### config.mk
export PLATFORM = sky130hd
export DESIGN_NAME = mem_arbiter_ctrl
export DESIGN_NICKNAME = d
export VERILOG_FILES = /design/src/rtl/mem_arb_pkg.sv /design/src/rtl/mem_arb_pick.sv /design/src/rtl/mem_arbiter_ctrl.sv
export SDC_FILE = /design/constraint.sdc
export NUM_CORES = 1
export LEC_CHECK = 0
export BUFFER_PORTS_ARGS = -buffer_cell sky130_fd_sc_hd__clkbuf_2
export CAP_MARGIN = 15
export CORE_UTILIZATION = 30
export DETAILED_ROUTE_END_ITERATION = 10
export PLACE_DENSITY = 0.7
export SKIP_LAST_GASP = 1
export SLEW_MARGIN = 20
export SYNTH_ARGS = -nofsm -noshare
export SYNTH_HDL_FRONTEND = slang
export SYNTH_SLANG_ARGS = --single-unit
### constraint.sdc
create_clock -name clk -period 2.31 [get_ports clk]
set_clock_uncertainty 0.1 [all_clocks]
set_input_delay 0.1155 -clock clk [delete_from_list [all_inputs] [get_ports clk]]
set_output_delay 0.1155 -clock clk [all_outputs]
set_load 0.01 [all_outputs]
### src/rtl/mem_arb_pkg.sv
// Shared types and helpers for the memory arbiter: FSM states, requester IDs
// and the counter-width helper.
package mem_arb_pkg;

    typedef enum logic [1:0] {IDLE, BEAT, DONE} state_t;

    localparam logic REQ_I = 1'b0;
    localparam logic REQ_D = 1'b1;

    // Width of a counter that must hold values 0..n-1, never narrower than 1 bit.
    function automatic int cnt_width(input int n);
        return (n > 1) ? $clog2(n) : 1;
    endfunction

endpackage

### src/rtl/mem_arb_pick.sv
// Combinational winner selection between the I-cache and D-cache requesters.
// ARB_RR_EN selects round-robin on ties; otherwise D has fixed priority.
module mem_arb_pick
    import mem_arb_pkg::*;
(
    input  logic i_req,
    input  logic d_req,
    input  logic rr_last,
    output logic gnt_valid,
    output logic gnt
);

    assign gnt_valid = i_req | d_req;

`ifdef ARB_RR_EN
    // On a tie the requester that did not win last time goes next.
    always_comb begin
        gnt = d_req ? REQ_D : REQ_I;
        if (i_req && d_req)
            gnt = (rr_last == REQ_I) ? REQ_D : REQ_I;
    end
`else
    logic unused_rr;
    assign unused_rr = rr_last;
    assign gnt       = d_req ? REQ_D : REQ_I;
`endif

endmodule

### src/rtl/mem_arbiter_ctrl.sv
// Burst arbiter sharing one single-port memory between I-cache and D-cache.
// Arbitration policy is chosen by ARB_RR_EN inside mem_arb_pick.
module mem_arbiter_ctrl
    import mem_arb_pkg::*;
#(
    parameter int ADDR_WIDTH = 16,
    parameter int BURST_LEN  = 8,
    parameter int MEM_LAT    = 4
)
(
    input  logic                  clk,
    input  logic                  rst,
    input  logic                  i_req,
    input  logic [ADDR_WIDTH-1:0] i_addr,
    output logic                  i_rvalid,
    output logic [15:0]           i_rdata,
    output logic                  i_done,
    input  logic                  d_req,
    input  logic                  d_wr,
    input  logic [ADDR_WIDTH-1:0] d_addr,
    input  logic [15:0]           d_wdata,
    output logic                  d_wpop,
    output logic                  d_rvalid,
    output logic [15:0]           d_rdata,
    output logic                  d_done,
    output logic                  mem_en,
    output logic                  mem_wr,
    output logic [ADDR_WIDTH-1:0] mem_addr,
    output logic [15:0]           mem_wdata,
    input  logic [15:0]           mem_rdata,
    output logic                  busy
);

    localparam int BEAT_W = cnt_width(BURST_LEN);
    localparam int LAT_W  = cnt_width(MEM_LAT);
    localparam int OFFS_W = $clog2(BURST_LEN) + 1;

    localparam logic [BEAT_W-1:0]     LAST_BEAT  = BEAT_W'(BURST_LEN - 1);
    localparam logic [LAT_W-1:0]      LAT_RELOAD = LAT_W'(MEM_LAT - 1);
    localparam logic [ADDR_WIDTH-1:0] BASE_MASK  = ~ADDR_WIDTH'((1 << OFFS_W) - 1);

    state_t                  state;
    state_t                  state_nxt;
    logic [BEAT_W-1:0]       beat;
    logic [LAT_W-1:0]        lat;
    logic                    owner;
    logic                    wr_q;
    logic                    rr_last;
    logic [ADDR_WIDTH-1:0]   base;
    logic                    gnt_valid;
    logic                    gnt;

    mem_arb_pick u_pick (
        .i_req     (i_req),
        .d_req     (d_req),
        .rr_last   (rr_last),
        .gnt_valid (gnt_valid),
        .gnt       (gnt)
    );

    always_ff @(posedge clk or posedge rst) begin
        if (rst)
            state <= IDLE;
        else
            state <= state_nxt;
    end

    // Grant latches the burst context; the beat/lat pair then walks the burst.
    always_ff @(posedge clk or posedge rst) begin
        if (rst) begin
            beat    <= '0;
            lat     <= '0;
            owner   <= REQ_I;
            wr_q    <= 1'b0;
            rr_last <= REQ_I;
            base    <= '0;
        end else begin
            case (state)
                IDLE: begin
                    if (gnt_valid) begin
                        owner   <= gnt;
                        rr_last <= gnt;
                        base    <= ((gnt == REQ_D) ? d_addr : i_addr) & BASE_MASK;
                        wr_q    <= (gnt == REQ_D) && d_wr;
                        beat    <= '0;
                        lat     <= LAT_RELOAD;
                    end
                end
                BEAT: begin
                    if (lat != '0) begin
                        lat <= lat - LAT_W'(1);
                    end else if (beat != LAST_BEAT) begin
                        beat <= beat + BEAT_W'(1);
                        lat  <= LAT_RELOAD;
                    end
                end
                default: ;
            endcase
        end
    end

    always_comb begin
        state_nxt = state;
        busy      = (state != IDLE);
        mem_en    = 1'b0;
        mem_wr    = 1'b0;
        mem_addr  = '0;
        mem_wdata = '0;
        d_wpop    = 1'b0;
        i_rvalid  = 1'b0;
        i_rdata   = '0;
        d_rvalid  = 1'b0;
        d_rdata   = '0;
        i_done    = 1'b0;
        d_done    = 1'b0;
        case (state)
            IDLE: begin
                if (gnt_valid)
                    state_nxt = BEAT;
            end
            BEAT: begin
                mem_en   = 1'b1;
                mem_addr = base + ADDR_WIDTH'({beat, 1'b0});
                if (wr_q)
                    mem_wdata = d_wdata;
                // The last latency cycle of a beat is where data actually moves.
                if (lat == '0) begin
                    if (wr_q) begin
                        mem_wr = 1'b1;
                        d_wpop = 1'b1;
                    end else if (owner == REQ_D) begin
                        d_rvalid = 1'b1;
                        d_rdata  = mem_rdata;
                    end else begin
                        i_rvalid = 1'b1;
                        i_rdata  = mem_rdata;
                    end
                    if (beat == LAST_BEAT)
                        state_nxt = DONE;
                end
            end
            DONE: begin
                if (owner == REQ_D)
                    d_done = 1'b1;
                else
                    i_done = 1'b1;
                state_nxt = IDLE;
            end
            default: state_nxt = IDLE;
        endcase
    end

endmodule

==> flow_results.org, run 1 <==
** Status
- Result of the run :: finished clean

** Floorplanning
- Horiz. Die Dim :: 73.4 um
- The die covers 5390 sq um.
- Total I/O pin count :: 141
- In this run the core area contains 25 standard-cell rows.
- Once the floorplan was initialized, standard cells occupied 31.8% of the core.
- DIE HEIGHT :: 73.4 um
- The core region is 4820 sq um.

** CTS
- The longest clock path from root to sink contains 2 buffers.
- Postcts setup bufs :: 0
- The number of clock buffers added by TritonCTS is 3.
- TritonCTS built the clock tree.
- For the worst-skew pair, the clock arrives at the later sink with an insertion delay of 0.25 ns.
- H-tree depth :: 1
- Clock Root Buffer :: clkbuf_8
- After clock tree synthesis, the clock-pin slew on the worst setup and hold paths is 0.08 ns.
- Counting every sink on the clock net gives 21.

** Timing
- In this run the tightest slew margin relative to its limit is 46.8%.
- Final setup margin :: 0.266 ns
- Maximum frequency from static timing analysis :: 489 MHz
- Post-Route Hold Slack :: 0.0438 ns
- Final-report max-slew violation count :: 0
- Setup repair after global routing missed its margin :: no
- Transition time of the tightest slew-check pin :: 0.798 ns
- The routed design could run at a clock period as short as 2.04 ns.
- The final number of hold-violating endpoints came to 0.
- Setup violations remaining at the end of the flow were counted as 0.
- Summed over all failing endpoints, the final setup total negative slack is 0 ns.
- Final critical-path share of the clock period :: 88.5%

** Power
- Summed over all nets, the switching power comes to 0.881 mW.
- Registers are responsible for 30.7% of the overall power.
- Gate power share :: 58.0%
- Across the VDD grid, the largest voltage drop is 489 uV.
- Summed over all cells, the static leakage comes to 1.33 nW.
- Summing internal, switching and leakage power gives 2.13 mW.
- Pwr/cell area :: 948 nW/um^2
- The internal power of the cells totals 1.25 mW.
- Fraction of power spent switching nets :: 41.4%
- Clock power share :: 11.3%

** Job
- Max-capacitance violation count :: 0

** Detailed routing
- After detailed routing, the number of remaining DRC violations is 0.
- Routed vias :: 1669
- WL met1 :: 1810 um
- The routed design uses 348 um of met3 wire.
- The pre-antenna-repair detailed-routing pass consisted of 4 iterations.
- The detail route stage leaves a number of antenna-violating nets equal to 0.
- The detailed router used layers up to and including met4.
- In the final routed layout, each cell accounts on average for 12.0 um.
- DR vias/cell :: 4.61
- Detailed routing placed a total of 2160 um of wire on met2.
- After detailed routing, the total wire length is 4330 um.
- First DRT Iteration DRCs :: 36

** Yosys
- Area fraction of the dominant cell type after synthesis :: 34.3%
- In this run, synthesis inferred 0 flip-flops with an integrated enable.
- After synthesis, flip-flops and latches occupy 34.3% of the total area.
- The cell count after synthesis came out at 173.
- Among all cell types in the netlist, the one instantiated most often is and2_1.
- Synthesis produced a netlist with a net count of 246.
- In the synthesized netlist the dominant register cell turns out to be dfrtp_1.
- FFs w/ async S/R, synth :: 100%
- Summing every instance area after synthesis gives 1530 sq um.
- Yosys attributes the largest share of cell area to dfrtp_1, and2_1, a21oi_1.
- Distinct cell type count after synthesis :: 27
- Commonest cells post-synth :: and2_1, a21oi_1, dfrtp_1, and3_1, mux2i_1
- Flip-flop and latch count after synthesis :: 21
- Synthesis Warnings :: 0
- Averaged over all synthesized cells, the footprint is 8.85 sq um.
- Yosys top cell by area :: dfrtp_1

** Placement
- Count of buffers inserted at the top-level ports :: 131
- Cell count after placement :: 357
- Area of placed instances :: 2190 sq um
- The congestion estimate from routability-driven global placement came to 0.750.
- Setup slack after placement :: 0.532 ns
- The HPWL after detailed placement is 3390 um.

** Critical path
- Data required time at the worst endpoint :: 2.09 ns
- Measured in cells, the most critical reg-to-reg path has a length of 5.
- The worst setup path is of the reg -> out kind.
- For this run, the slowest stage of the critical path takes 0.52 ns.
- Data on the critical path arrives at its endpoint at 1.83 ns.
- On the critical path, the stage with the largest delay is an instance of and4b_1.
- Startpoint kind of the worst setup timing path :: flip-flop
- Endpoint kind of the worst setup timing path :: output pin
- Walking the worst path, the cells encountered are nor2b_2 -> and4b_1 -> and2_1 -> clkbuf_2.
- Worst-path fanout max :: 17

** Worst hold path
- The worst hold path belongs to the class in -> reg.
- Along the worst hold path, the cell count comes to 2.

** Global routing
- Wire length of the first global-routing pass :: 6260 um
- The number of antenna violations at the first check in global routing is 0.
- The via count of the first global-routing pass is 1398.
- Maximum number of pins on one net before global-route repair :: 30
- For this run, the total global-route usage over all layers was measured as 14.8%.
- Total congestion overflow after global routing :: 0

** Cells and area
- Measured on the finished design, the core utilization comes to 46.6%.
- Non-Filler Cell Area, Final :: 2250 sq um
- Final net count :: 369
- The finished layout holds 362 standard cells, fillers aside.
- Number of inserted diodes :: 0
- Layout Area Growth over Synthesis :: 46.9%
- The post-route netlist has 48.1% of its cells at a drive strength greater than 1.
-- cell type report --
class,count,area (sq um)
clock buffers,4,45.0
flip-flops and latches,21,526
well taps,67,83.8
multi-input cells,131,890
fillers,513,2570
inverters,4,15.0
repair buffers,135,688
-- registers in the layout, summed over array words and instances, names as in the netlist --
register / count
lat: 2
base: 12
wr_q: 1
owner: 1
state: 2
beat: 3
-- what timing repair did --
item,4_1_cts,5_1_grt
endpoints found under the setup margin,0,0
hold endpoints to repair,21,0
gates resized for setup,0,0
hold buffers,1,0
-- kinds of logic (layout without fill, tap and decap cells) --
family / after synthesis / in the layout / synth area share (%)
simple gates: 80 / 80 / 33.3
compound gates: 32 / 32 / 11.9
flops: 21 / 21 / 34.3
buf+inv: 21 / 143 / 7.69
mux: 14 / 14 / 9.24
fa+ha+maj: 4 / 4 / 3.27
other cells: 1 / 1 / 0.245
-- routing by layer --
metal / vias to the layer above / GRT usage, %
li1: 825 / -
met4: 0 / 2.56
met3: 2 / 2.19
met5: - / 0
met1: 757 / 18.1
met2: 85 / 27.5
-- worst max-delay path: cells and delay by family (launching register included) --
kind,cells,cell delay (ns)
buffers and inverters,1,0.12
DFF,1,0.40
and+or+nand+nor,3,1.04
-- power groups by stage --
stage	logic [mW]	clock network, mW	registers [mW]
floorplan	0.832	0	0.608
global route	1.39	0.258	0.680
global placement	1.22	0	0.658
detailed placement	1.24	0	0.662
CTS	1.25	0.244	0.656
finish	1.24	0.240	0.654
-- final timing paths --
check	start	to	slack, ns
max	state[0]	d_rdata[15]	0.27
min	d_wr	wr_q	0.04
max reg2reg	beat[0]	beat[0]	0.56
min reg2reg	base[11]	base[11]	0.42
max in group asynchronous	rst	wr_q	1.18
min in group asynchronous	rst	base[14]	0.43
-- cell usage in the layout, fill, tap and decap left out, types with 3 or more instances in the layout --
cell	instances
clkbuf_8	3
nand2_1	5
and3_1	18
inv_1	4
clkbuf_2	131
mux2i_1	13
ha_1	4
buf_4	3
a21oi_1	26
and2_1	47
dfrtp_1	21
a22o_1	3
Power figures use the tool's default switching activity.
==> run 2, diff against run 1 <==
- RECOVER_POWER: unset -> 100
==> flow_results.org, run 2 (synthesized netlist as in run 1, its figures left out) <==
** Status
- Result of the run :: finished clean

** CTS
- The clock-pin slew of the registers on the worst-case setup and hold paths is 0.08 ns (about the same).
- The hold buffer count at CTS was 1 (unchanged).
- TritonCTS built the clock tree.
- The number of levels the H-tree was split into came to 1 (unchanged).
- The number of clock sinks seen by CTS came to 21 (unchanged).
- Post-cts sizing count :: 0 (unchanged)
- Clock latency of the later-clocked register in the worst-skew pair :: 0.25 ns (about the same)
- Total CTS buffers :: 3 (unchanged)
- Clock buffer depth :: 2 (unchanged)
- Clock Root Buffer :: clkbuf_8
- Postcts setup bufs :: 0 (unchanged)

** Cells and area
- Number of inserted diodes :: 0 (unchanged)
- Register ranked first by flip-flop count :: base
- The library cells used most frequently in the layout, excluding fill and tap cells, are clkbuf_2, clkbuf_1, and2_0.
- Final Non-Filler Cells :: 362 (unchanged)
- The number of flip-flops under the largest register name was 12 (unchanged).
- Fill cell count :: 531 (+3.5%)
- Multi-input combinational cell area :: 890 sq um (unchanged)
- Final net count :: 369 (unchanged)
- Biggest regs :: base: 12 flops, beat: 3 flops
- Fraction of layout instances using a drive strength above 1 :: 33.2% (-15 points)
- Leaving out fill and tap cells, the most frequent cell in the layout is clkbuf_2.
- Layout Area Growth over Synthesis :: 43.2%
- Sequential Area :: 526 sq um (unchanged)

** Detailed routing
- The number of DRC violations after detailed routing is 0 (unchanged).
- Routed vias :: 1655 (-0.84%)
- The initial DRC count was 34 (-5.6%).
- Residual antenna-violating net count after detailed routing :: 0 (unchanged)
- The routed via count divided by cell count was 4.57 (-0.84%).
- The average wire length per cell after detail routing came to 12.0 um (+0.69%).
- The total iterations of the first detailed-routing run came to 4 (unchanged).
- The total wirelength of the detailed-routed design was 4360 um (+0.69%).

** Global routing
- Maximum number of pins on one net before global-route repair :: 30 (unchanged)
- Wire length of the first global-routing pass :: 6260 um (unchanged)
- The via count of the first global-routing pass came to 1398 (unchanged).
- The overflow left after global routing came to 0 (unchanged).
- Total global routing track utilization :: 14.8% (unchanged)
- Number of antenna violations at the first check in global routing :: 0 (unchanged)

** Critical path
- The critical path required time came to 2.09 ns (about the same).
- Startpoint kind of the worst setup timing path :: flip-flop
- Data arrival time of the critical path :: 1.85 ns (+0.02 ns)
- Cells traversed along the worst timing path :: nor2b_2 -> and4b_1 -> and2_1 -> clkbuf_1
- The worst-path maximum fanout came to 17 (unchanged).
- Critical setup path kind :: reg -> out
- Endpoint kind of the worst setup timing path :: output pin
- Largest incremental delay on the critical path :: 0.52 ns (about the same)
- The slowest stage of the critical path belongs to the cell and4b_1.

** Placement
- Final estimated routing congestion in global placement :: 0.750 (unchanged)
- The number of buffers inserted by port buffering is 131 (unchanged).
- The instance count after placement with tap cells included came to 357 (unchanged).
- HPWL Detailed :: 3390 um (unchanged)

** Timing
- Setup repair after global routing left no endpoint under its margin.
- Hold violation count in the final report :: 0 (unchanged)
- The remaining max-slew budget at the tightest pin is 42.3% (-4.5 points).
- The maximum operating frequency came to 483 MHz (-1.3%).
- The period utilization came to 89.6% (+1.1 points).
- Final critical delay including setup and external delays :: 2.07 ns (+0.0263 ns)
- The setup TNS after final layout was 0 ns (unchanged).
- The number of pins with negative max-slew slack in the final report is 0 (unchanged).
- The slew of the pin with the lowest slew margin was 0.866 ns (+0.0683 ns).
- Final count of negative-setup-slack endpoints :: 0 (unchanged)

** Worst hold path
- The path class of the tightest hold or removal check is in -> reg.

** Power
- Peak supply drop :: 486 uV (-0.51%)
- The static leakage power is 1.17 nW (-12%).
- Pwr/cell area :: 944 nW/um^2 (-0.36%)

** Floorplanning
- DIE HEIGHT :: 73.4 um (unchanged)
- The number of I/O pins was 141 (unchanged).
- The chip width came to 73.4 um (unchanged).
- Site Rows :: 25 (unchanged)
- The area enclosed by the die boundary was 5390 sq um (unchanged).
- The placeable core region is 4820 sq um (unchanged).
- The effective utilization at floorplan came to 31.8% (unchanged).

** Job
- Max-capacitance violation count :: 0 (unchanged)
==> run 2: cell count changes in the layout (fill, tap and decap cells not counted) <==
| cell | change |
|---|---|
| clkbuf_1 | +43 |
| clkbuf_2 | -42 |
| and2_0 | +27 |
| and2_1 | -27 |
| a21boi_0 | +1 |
| a21boi_1 | -1 |
| and4bb_1 | +1 |
| and4bb_2 | -1 |
| buf_4 | -1 |
==> run 2: per-stage QoR <==
step	utilization, %	hold WS, ns	area (sq um)	power (mW)	setup slack, ns
6_report	45.5	0.0451	2190	2.07	0.240
5_1_grt	45.5	0.0410	2190	2.26	0.0483
4_1_cts	46.6	0.0425	2250	2.15	0.239
3_5_place_dp	45.5	0.201	2190	1.91	0.532
3_3_place_gp	45.5	0.189	2190	1.88	0.563
2_1_floorplan	-	-0.00797	1530	1.44	0.681
==> run 2: critical path: cells and delay by family (launching register included) <==
| family | cells | cell delay [ns] |
|---|---|---|
| buf+inv | 1 | 0.15 |
| simple gates | 3 | 1.05 |
| flops | 1 | 0.40 |
==> run 2: area by class of cell <==
class / instances / share of cell area (%)
Multi-Input combinational cell: 131 / 40.6
Timing Repair Buffer: 135 / 28.8
Sequential cell: 21 / 24.0
Tap cell: 67 / 3.83
Clock buffer: 4 / 2.06
Inverter: 4 / 0.685
==> run 2: path summary, 6_finish.rpt <==
path | slack (ns) | cells after the start | start | to
max | 0.24 | 4 | state[0] | d_rdata[15]
min | 0.05 | 2 | d_wr | wr_q
max reg2reg | 0.38 | 4 | state[0] | beat[0]
min reg2reg | 0.42 | 2 | base[11] | base[11]
max in group asynchronous | 1.19 | 3 | rst | base[12]
min in group asynchronous | 0.43 | 3 | rst | base[14]
==> run 2: report_power, final <==
part           switching [mW]  total, mW  internal [mW]
sequential              0.121      0.656          0.534
combinational           0.644       1.17          0.529
clock                   0.116      0.239          0.123
==> run 2: per-layer routing <==
| metal | up-vias | track usage (%) | share of wire [%] |
|---|---|---|---|
| met2 | 78 | 27.5 | 49 |
| met5 | - | 0 | 0 |
| met4 | 0 | 2.56 | 0.28 |
| met3 | 2 | 2.19 | 7.4 |
| li1 | 824 | - | - |
| met1 | 751 | 18.1 | 43 |
==> run 3, diff against run 2 <==
- PLACE_DENSITY: 0.7 -> 0.67
==> flow_results.org, run 3 (synthesized netlist as in run 1, its figures left out) <==
** Status
- Result of the run :: finished clean

** Timing
- Final-report max-slew violation count :: 0 (unchanged)
- Setup repair after global routing missed its margin :: no
- Slew Limit Headroom :: 39.9% (-2.4 points)
- The final number of hold-violating endpoints was 0 (unchanged).
- The final setup violation count came to 0 (unchanged).
- Final critical-path share of the clock period :: 87.2% (-2.4 points)
- Post-Route Hold Slack :: 0.0101 ns (-0.0350 ns)
- The minimum period implied by the final worst setup slack is 2.02 ns (-0.0552 ns).
- The slew of the pin with the lowest slew margin was 0.901 ns (+0.0353 ns).
- Maximum frequency from static timing analysis :: 496 MHz (+2.7%)
- TNS Setup :: 0 ns (unchanged)

** Worst hold path
- Critical hold path startpoint :: d_wr
- The count of cells along the worst hold path is 2 (unchanged).
- Class of the worst hold path :: in -> reg

** Floorplanning
- Core region area :: 4820 sq um (unchanged)
- The die height was 73.4 um (unchanged).
- The area enclosed by the die boundary came to 5390 sq um (unchanged).
- Horiz. Die Dim :: 73.4 um (unchanged)
- Starting utilization of the core area :: 31.8% (unchanged)
- The number of I/O pins was 141 (unchanged).
- Site Rows :: 25 (unchanged)

** Global routing
- Total congestion overflow after global routing :: 0 (unchanged)
- Wire length of the first global-routing pass :: 6050 um (-3.3%)
- Maximum number of pins on one net before global-route repair :: 38 (+27%)
- Number of antenna violations at the first check in global routing :: 0 (unchanged)
- The via count of the first global-routing pass came to 1385 (-0.93%).
- The global-route total usage across every layer came to 14.3% (-0.49 points).

** Detailed routing
- The via count was 1631 (-1.5%).
- The number of routed nets with antenna violations was 0 (unchanged).
- The total iterations of the first detailed-routing run came to 4 (unchanged).
- The average wire length per cell after detail routing came to 11.4 um (-5.4%).
- The routed metal-1 wire length came to 1810 um (-3.9%).
- Met2 routed WL :: 1970 um (-7.7%)
- Top metal layer carrying routed signals :: met4
- DR vias/cell :: 4.51 (-1.5%)
- The number of DRC violations after detailed routing is 0 (unchanged).
- DR WL met3 :: 323 um (+0.31%)
- WL final :: 4120 um (-5.4%)
- First DRT Iteration DRCs :: 80 (+140%)

** CTS
- The count of buffers added by post-CTS timing repair for setup came to 0 (unchanged).
- Clock Root Buffer :: clkbuf_8
- TritonCTS built the clock tree.
- The maximum clock path buffer count is 2 (unchanged).
- The clock latency on the worst-skew pair was 0.26 ns (about the same).
- Clock transition time at the flip-flop clock pins of the worst setup and hold paths :: 0.07 ns (about the same)
- H-tree depth :: 1 (unchanged)
- The number of clock sinks seen by CTS was 21 (unchanged).
- The number of clock buffers inserted by TritonCTS was 3 (unchanged).

** Critical path
- Endpoint kind of the worst setup timing path :: output pin
- Startpoint kind of the worst setup timing path :: flip-flop
- Among cell families on the critical path, the largest total delay comes from buffers and inverters.
- Worst path buffer plus inverter count :: 2 (+1)
- Launch point of the worst reg-to-reg path :: state[0]
- Critical setup path kind :: reg -> out
- The signal on the critical path passes through nor2b_1 -> clkbuf_2 -> and3_1 -> clkbuf_1.
- Instance count on the critical path :: 4 (unchanged)
- The endpoint arrival time on the critical path is 1.80 ns (-0.05 ns).
- The critical path required time is 2.09 ns (about the same).
- The depth of the worst register-to-register path is 4 (unchanged).
- Launch point of the worst path :: state[0]
- The delay contributed by the slowest stage of the critical path is 0.50 ns (-0.02 ns).
- Cell at the slowest stage of the critical path :: clkbuf_2
- Worst-path fanout max :: 37 (+20)
- Flop2flop setup slack :: 0.30 ns (-0.08 ns)

** Cells and area
- The final layout net count is 369 (unchanged).
- The post-layout instance area was 2190 sq um (-0.23%).
- The number of antenna diodes came to 0 (unchanged).
- Layout Area Growth over Synthesis :: 42.8%
- The library cell used most frequently in the layout, excluding fill and tap cells, is clkbuf_2.
- Flip-flop count of the largest register after layout :: 12 (unchanged)
- Fraction of layout instances using a drive strength above 1 :: 32.5% (-0.68 points)
- The count of fill cells added during filler insertion was 524 (-1.3%).
- Register ranked first by flip-flop count :: base
- Final Non-Filler Cells :: 362 (unchanged)
- In the final layout, the registers with the most flip-flops are base: 12 flops, beat: 3 flops.
- In the layout the commonest cells are clkbuf_2, clkbuf_1, a21oi_1.

** Placement
- HPWL Detailed :: 3140 um (-7.4%)
- Final estimated routing congestion in global placement :: 0.698 (-6.9%)
- The number of buffers inserted by port buffering was 131 (unchanged).
- Area of placed instances :: 2190 sq um (unchanged)
- The instance count after placement with tap cells included is 357 (unchanged).

** Power
- Static leakage :: 1.16 nW (-0.78%)
- Peak supply drop :: 480 uV (-1.3%)
- The cell area power density is 942 nW/um^2 (-0.28%).

** Job
- The number of maximum-capacitance constraint violations was 0 (unchanged).
-- run 3: layout make-up --
class                      instances  area, sq um  area share (%)
clock buffer                       3         41.3            1.89
clock inverter                     1         7.51           0.343
inverter                           4         15.0           0.687
multi-input combinational        131          886            40.5
sequential                        21          526            24.0
tap                               67         83.8            3.84
timing repair buffer             135          627            28.7
-- run 3: final timing paths --
check	to
setup / recovery	mem_wr
hold / removal	wr_q
setup reg to reg	lat[0]
hold reg to reg	base[7]
max in group asynchronous	wr_q
min in group asynchronous	base[4]
-- run 3: power breakdown --
part | switching [mW] | internal, mW | total (mW)
clock network | 0.119 | 0.122 | 0.241
registers | 0.123 | 0.535 | 0.658
logic | 0.638 | 0.522 | 1.16
total | 0.881 | 1.18 | 2.06
-- run 3: metal layers --
| layer | vias to the layer above | global-route usage [%] |
|---|---|---|
| met4 | 0 | 3.21 |
| met1 | 716 | 16.8 |
| met3 | 2 | 1.78 |
| li1 | 825 | - |
| met2 | 88 | 27.4 |
| met5 | - | 0 |
-- run 3: per-stage QoR --
stage	total power [mW]	setup WS (ns)	util, %
floorplan	1.44	0.681	-
global placement	1.88	0.586	45.5
detailed placement	1.90	0.557	45.5
CTS	2.15	0.313	46.7
global route	2.26	0.123	45.4
finish	2.06	0.295	45.4
-- run 3: what timing repair did --
item,in CTS,in global routing
hold buffers,1,0
resized for setup,0,0
endpoints found under the hold margin,21,0
setup endpoints to repair,0,0
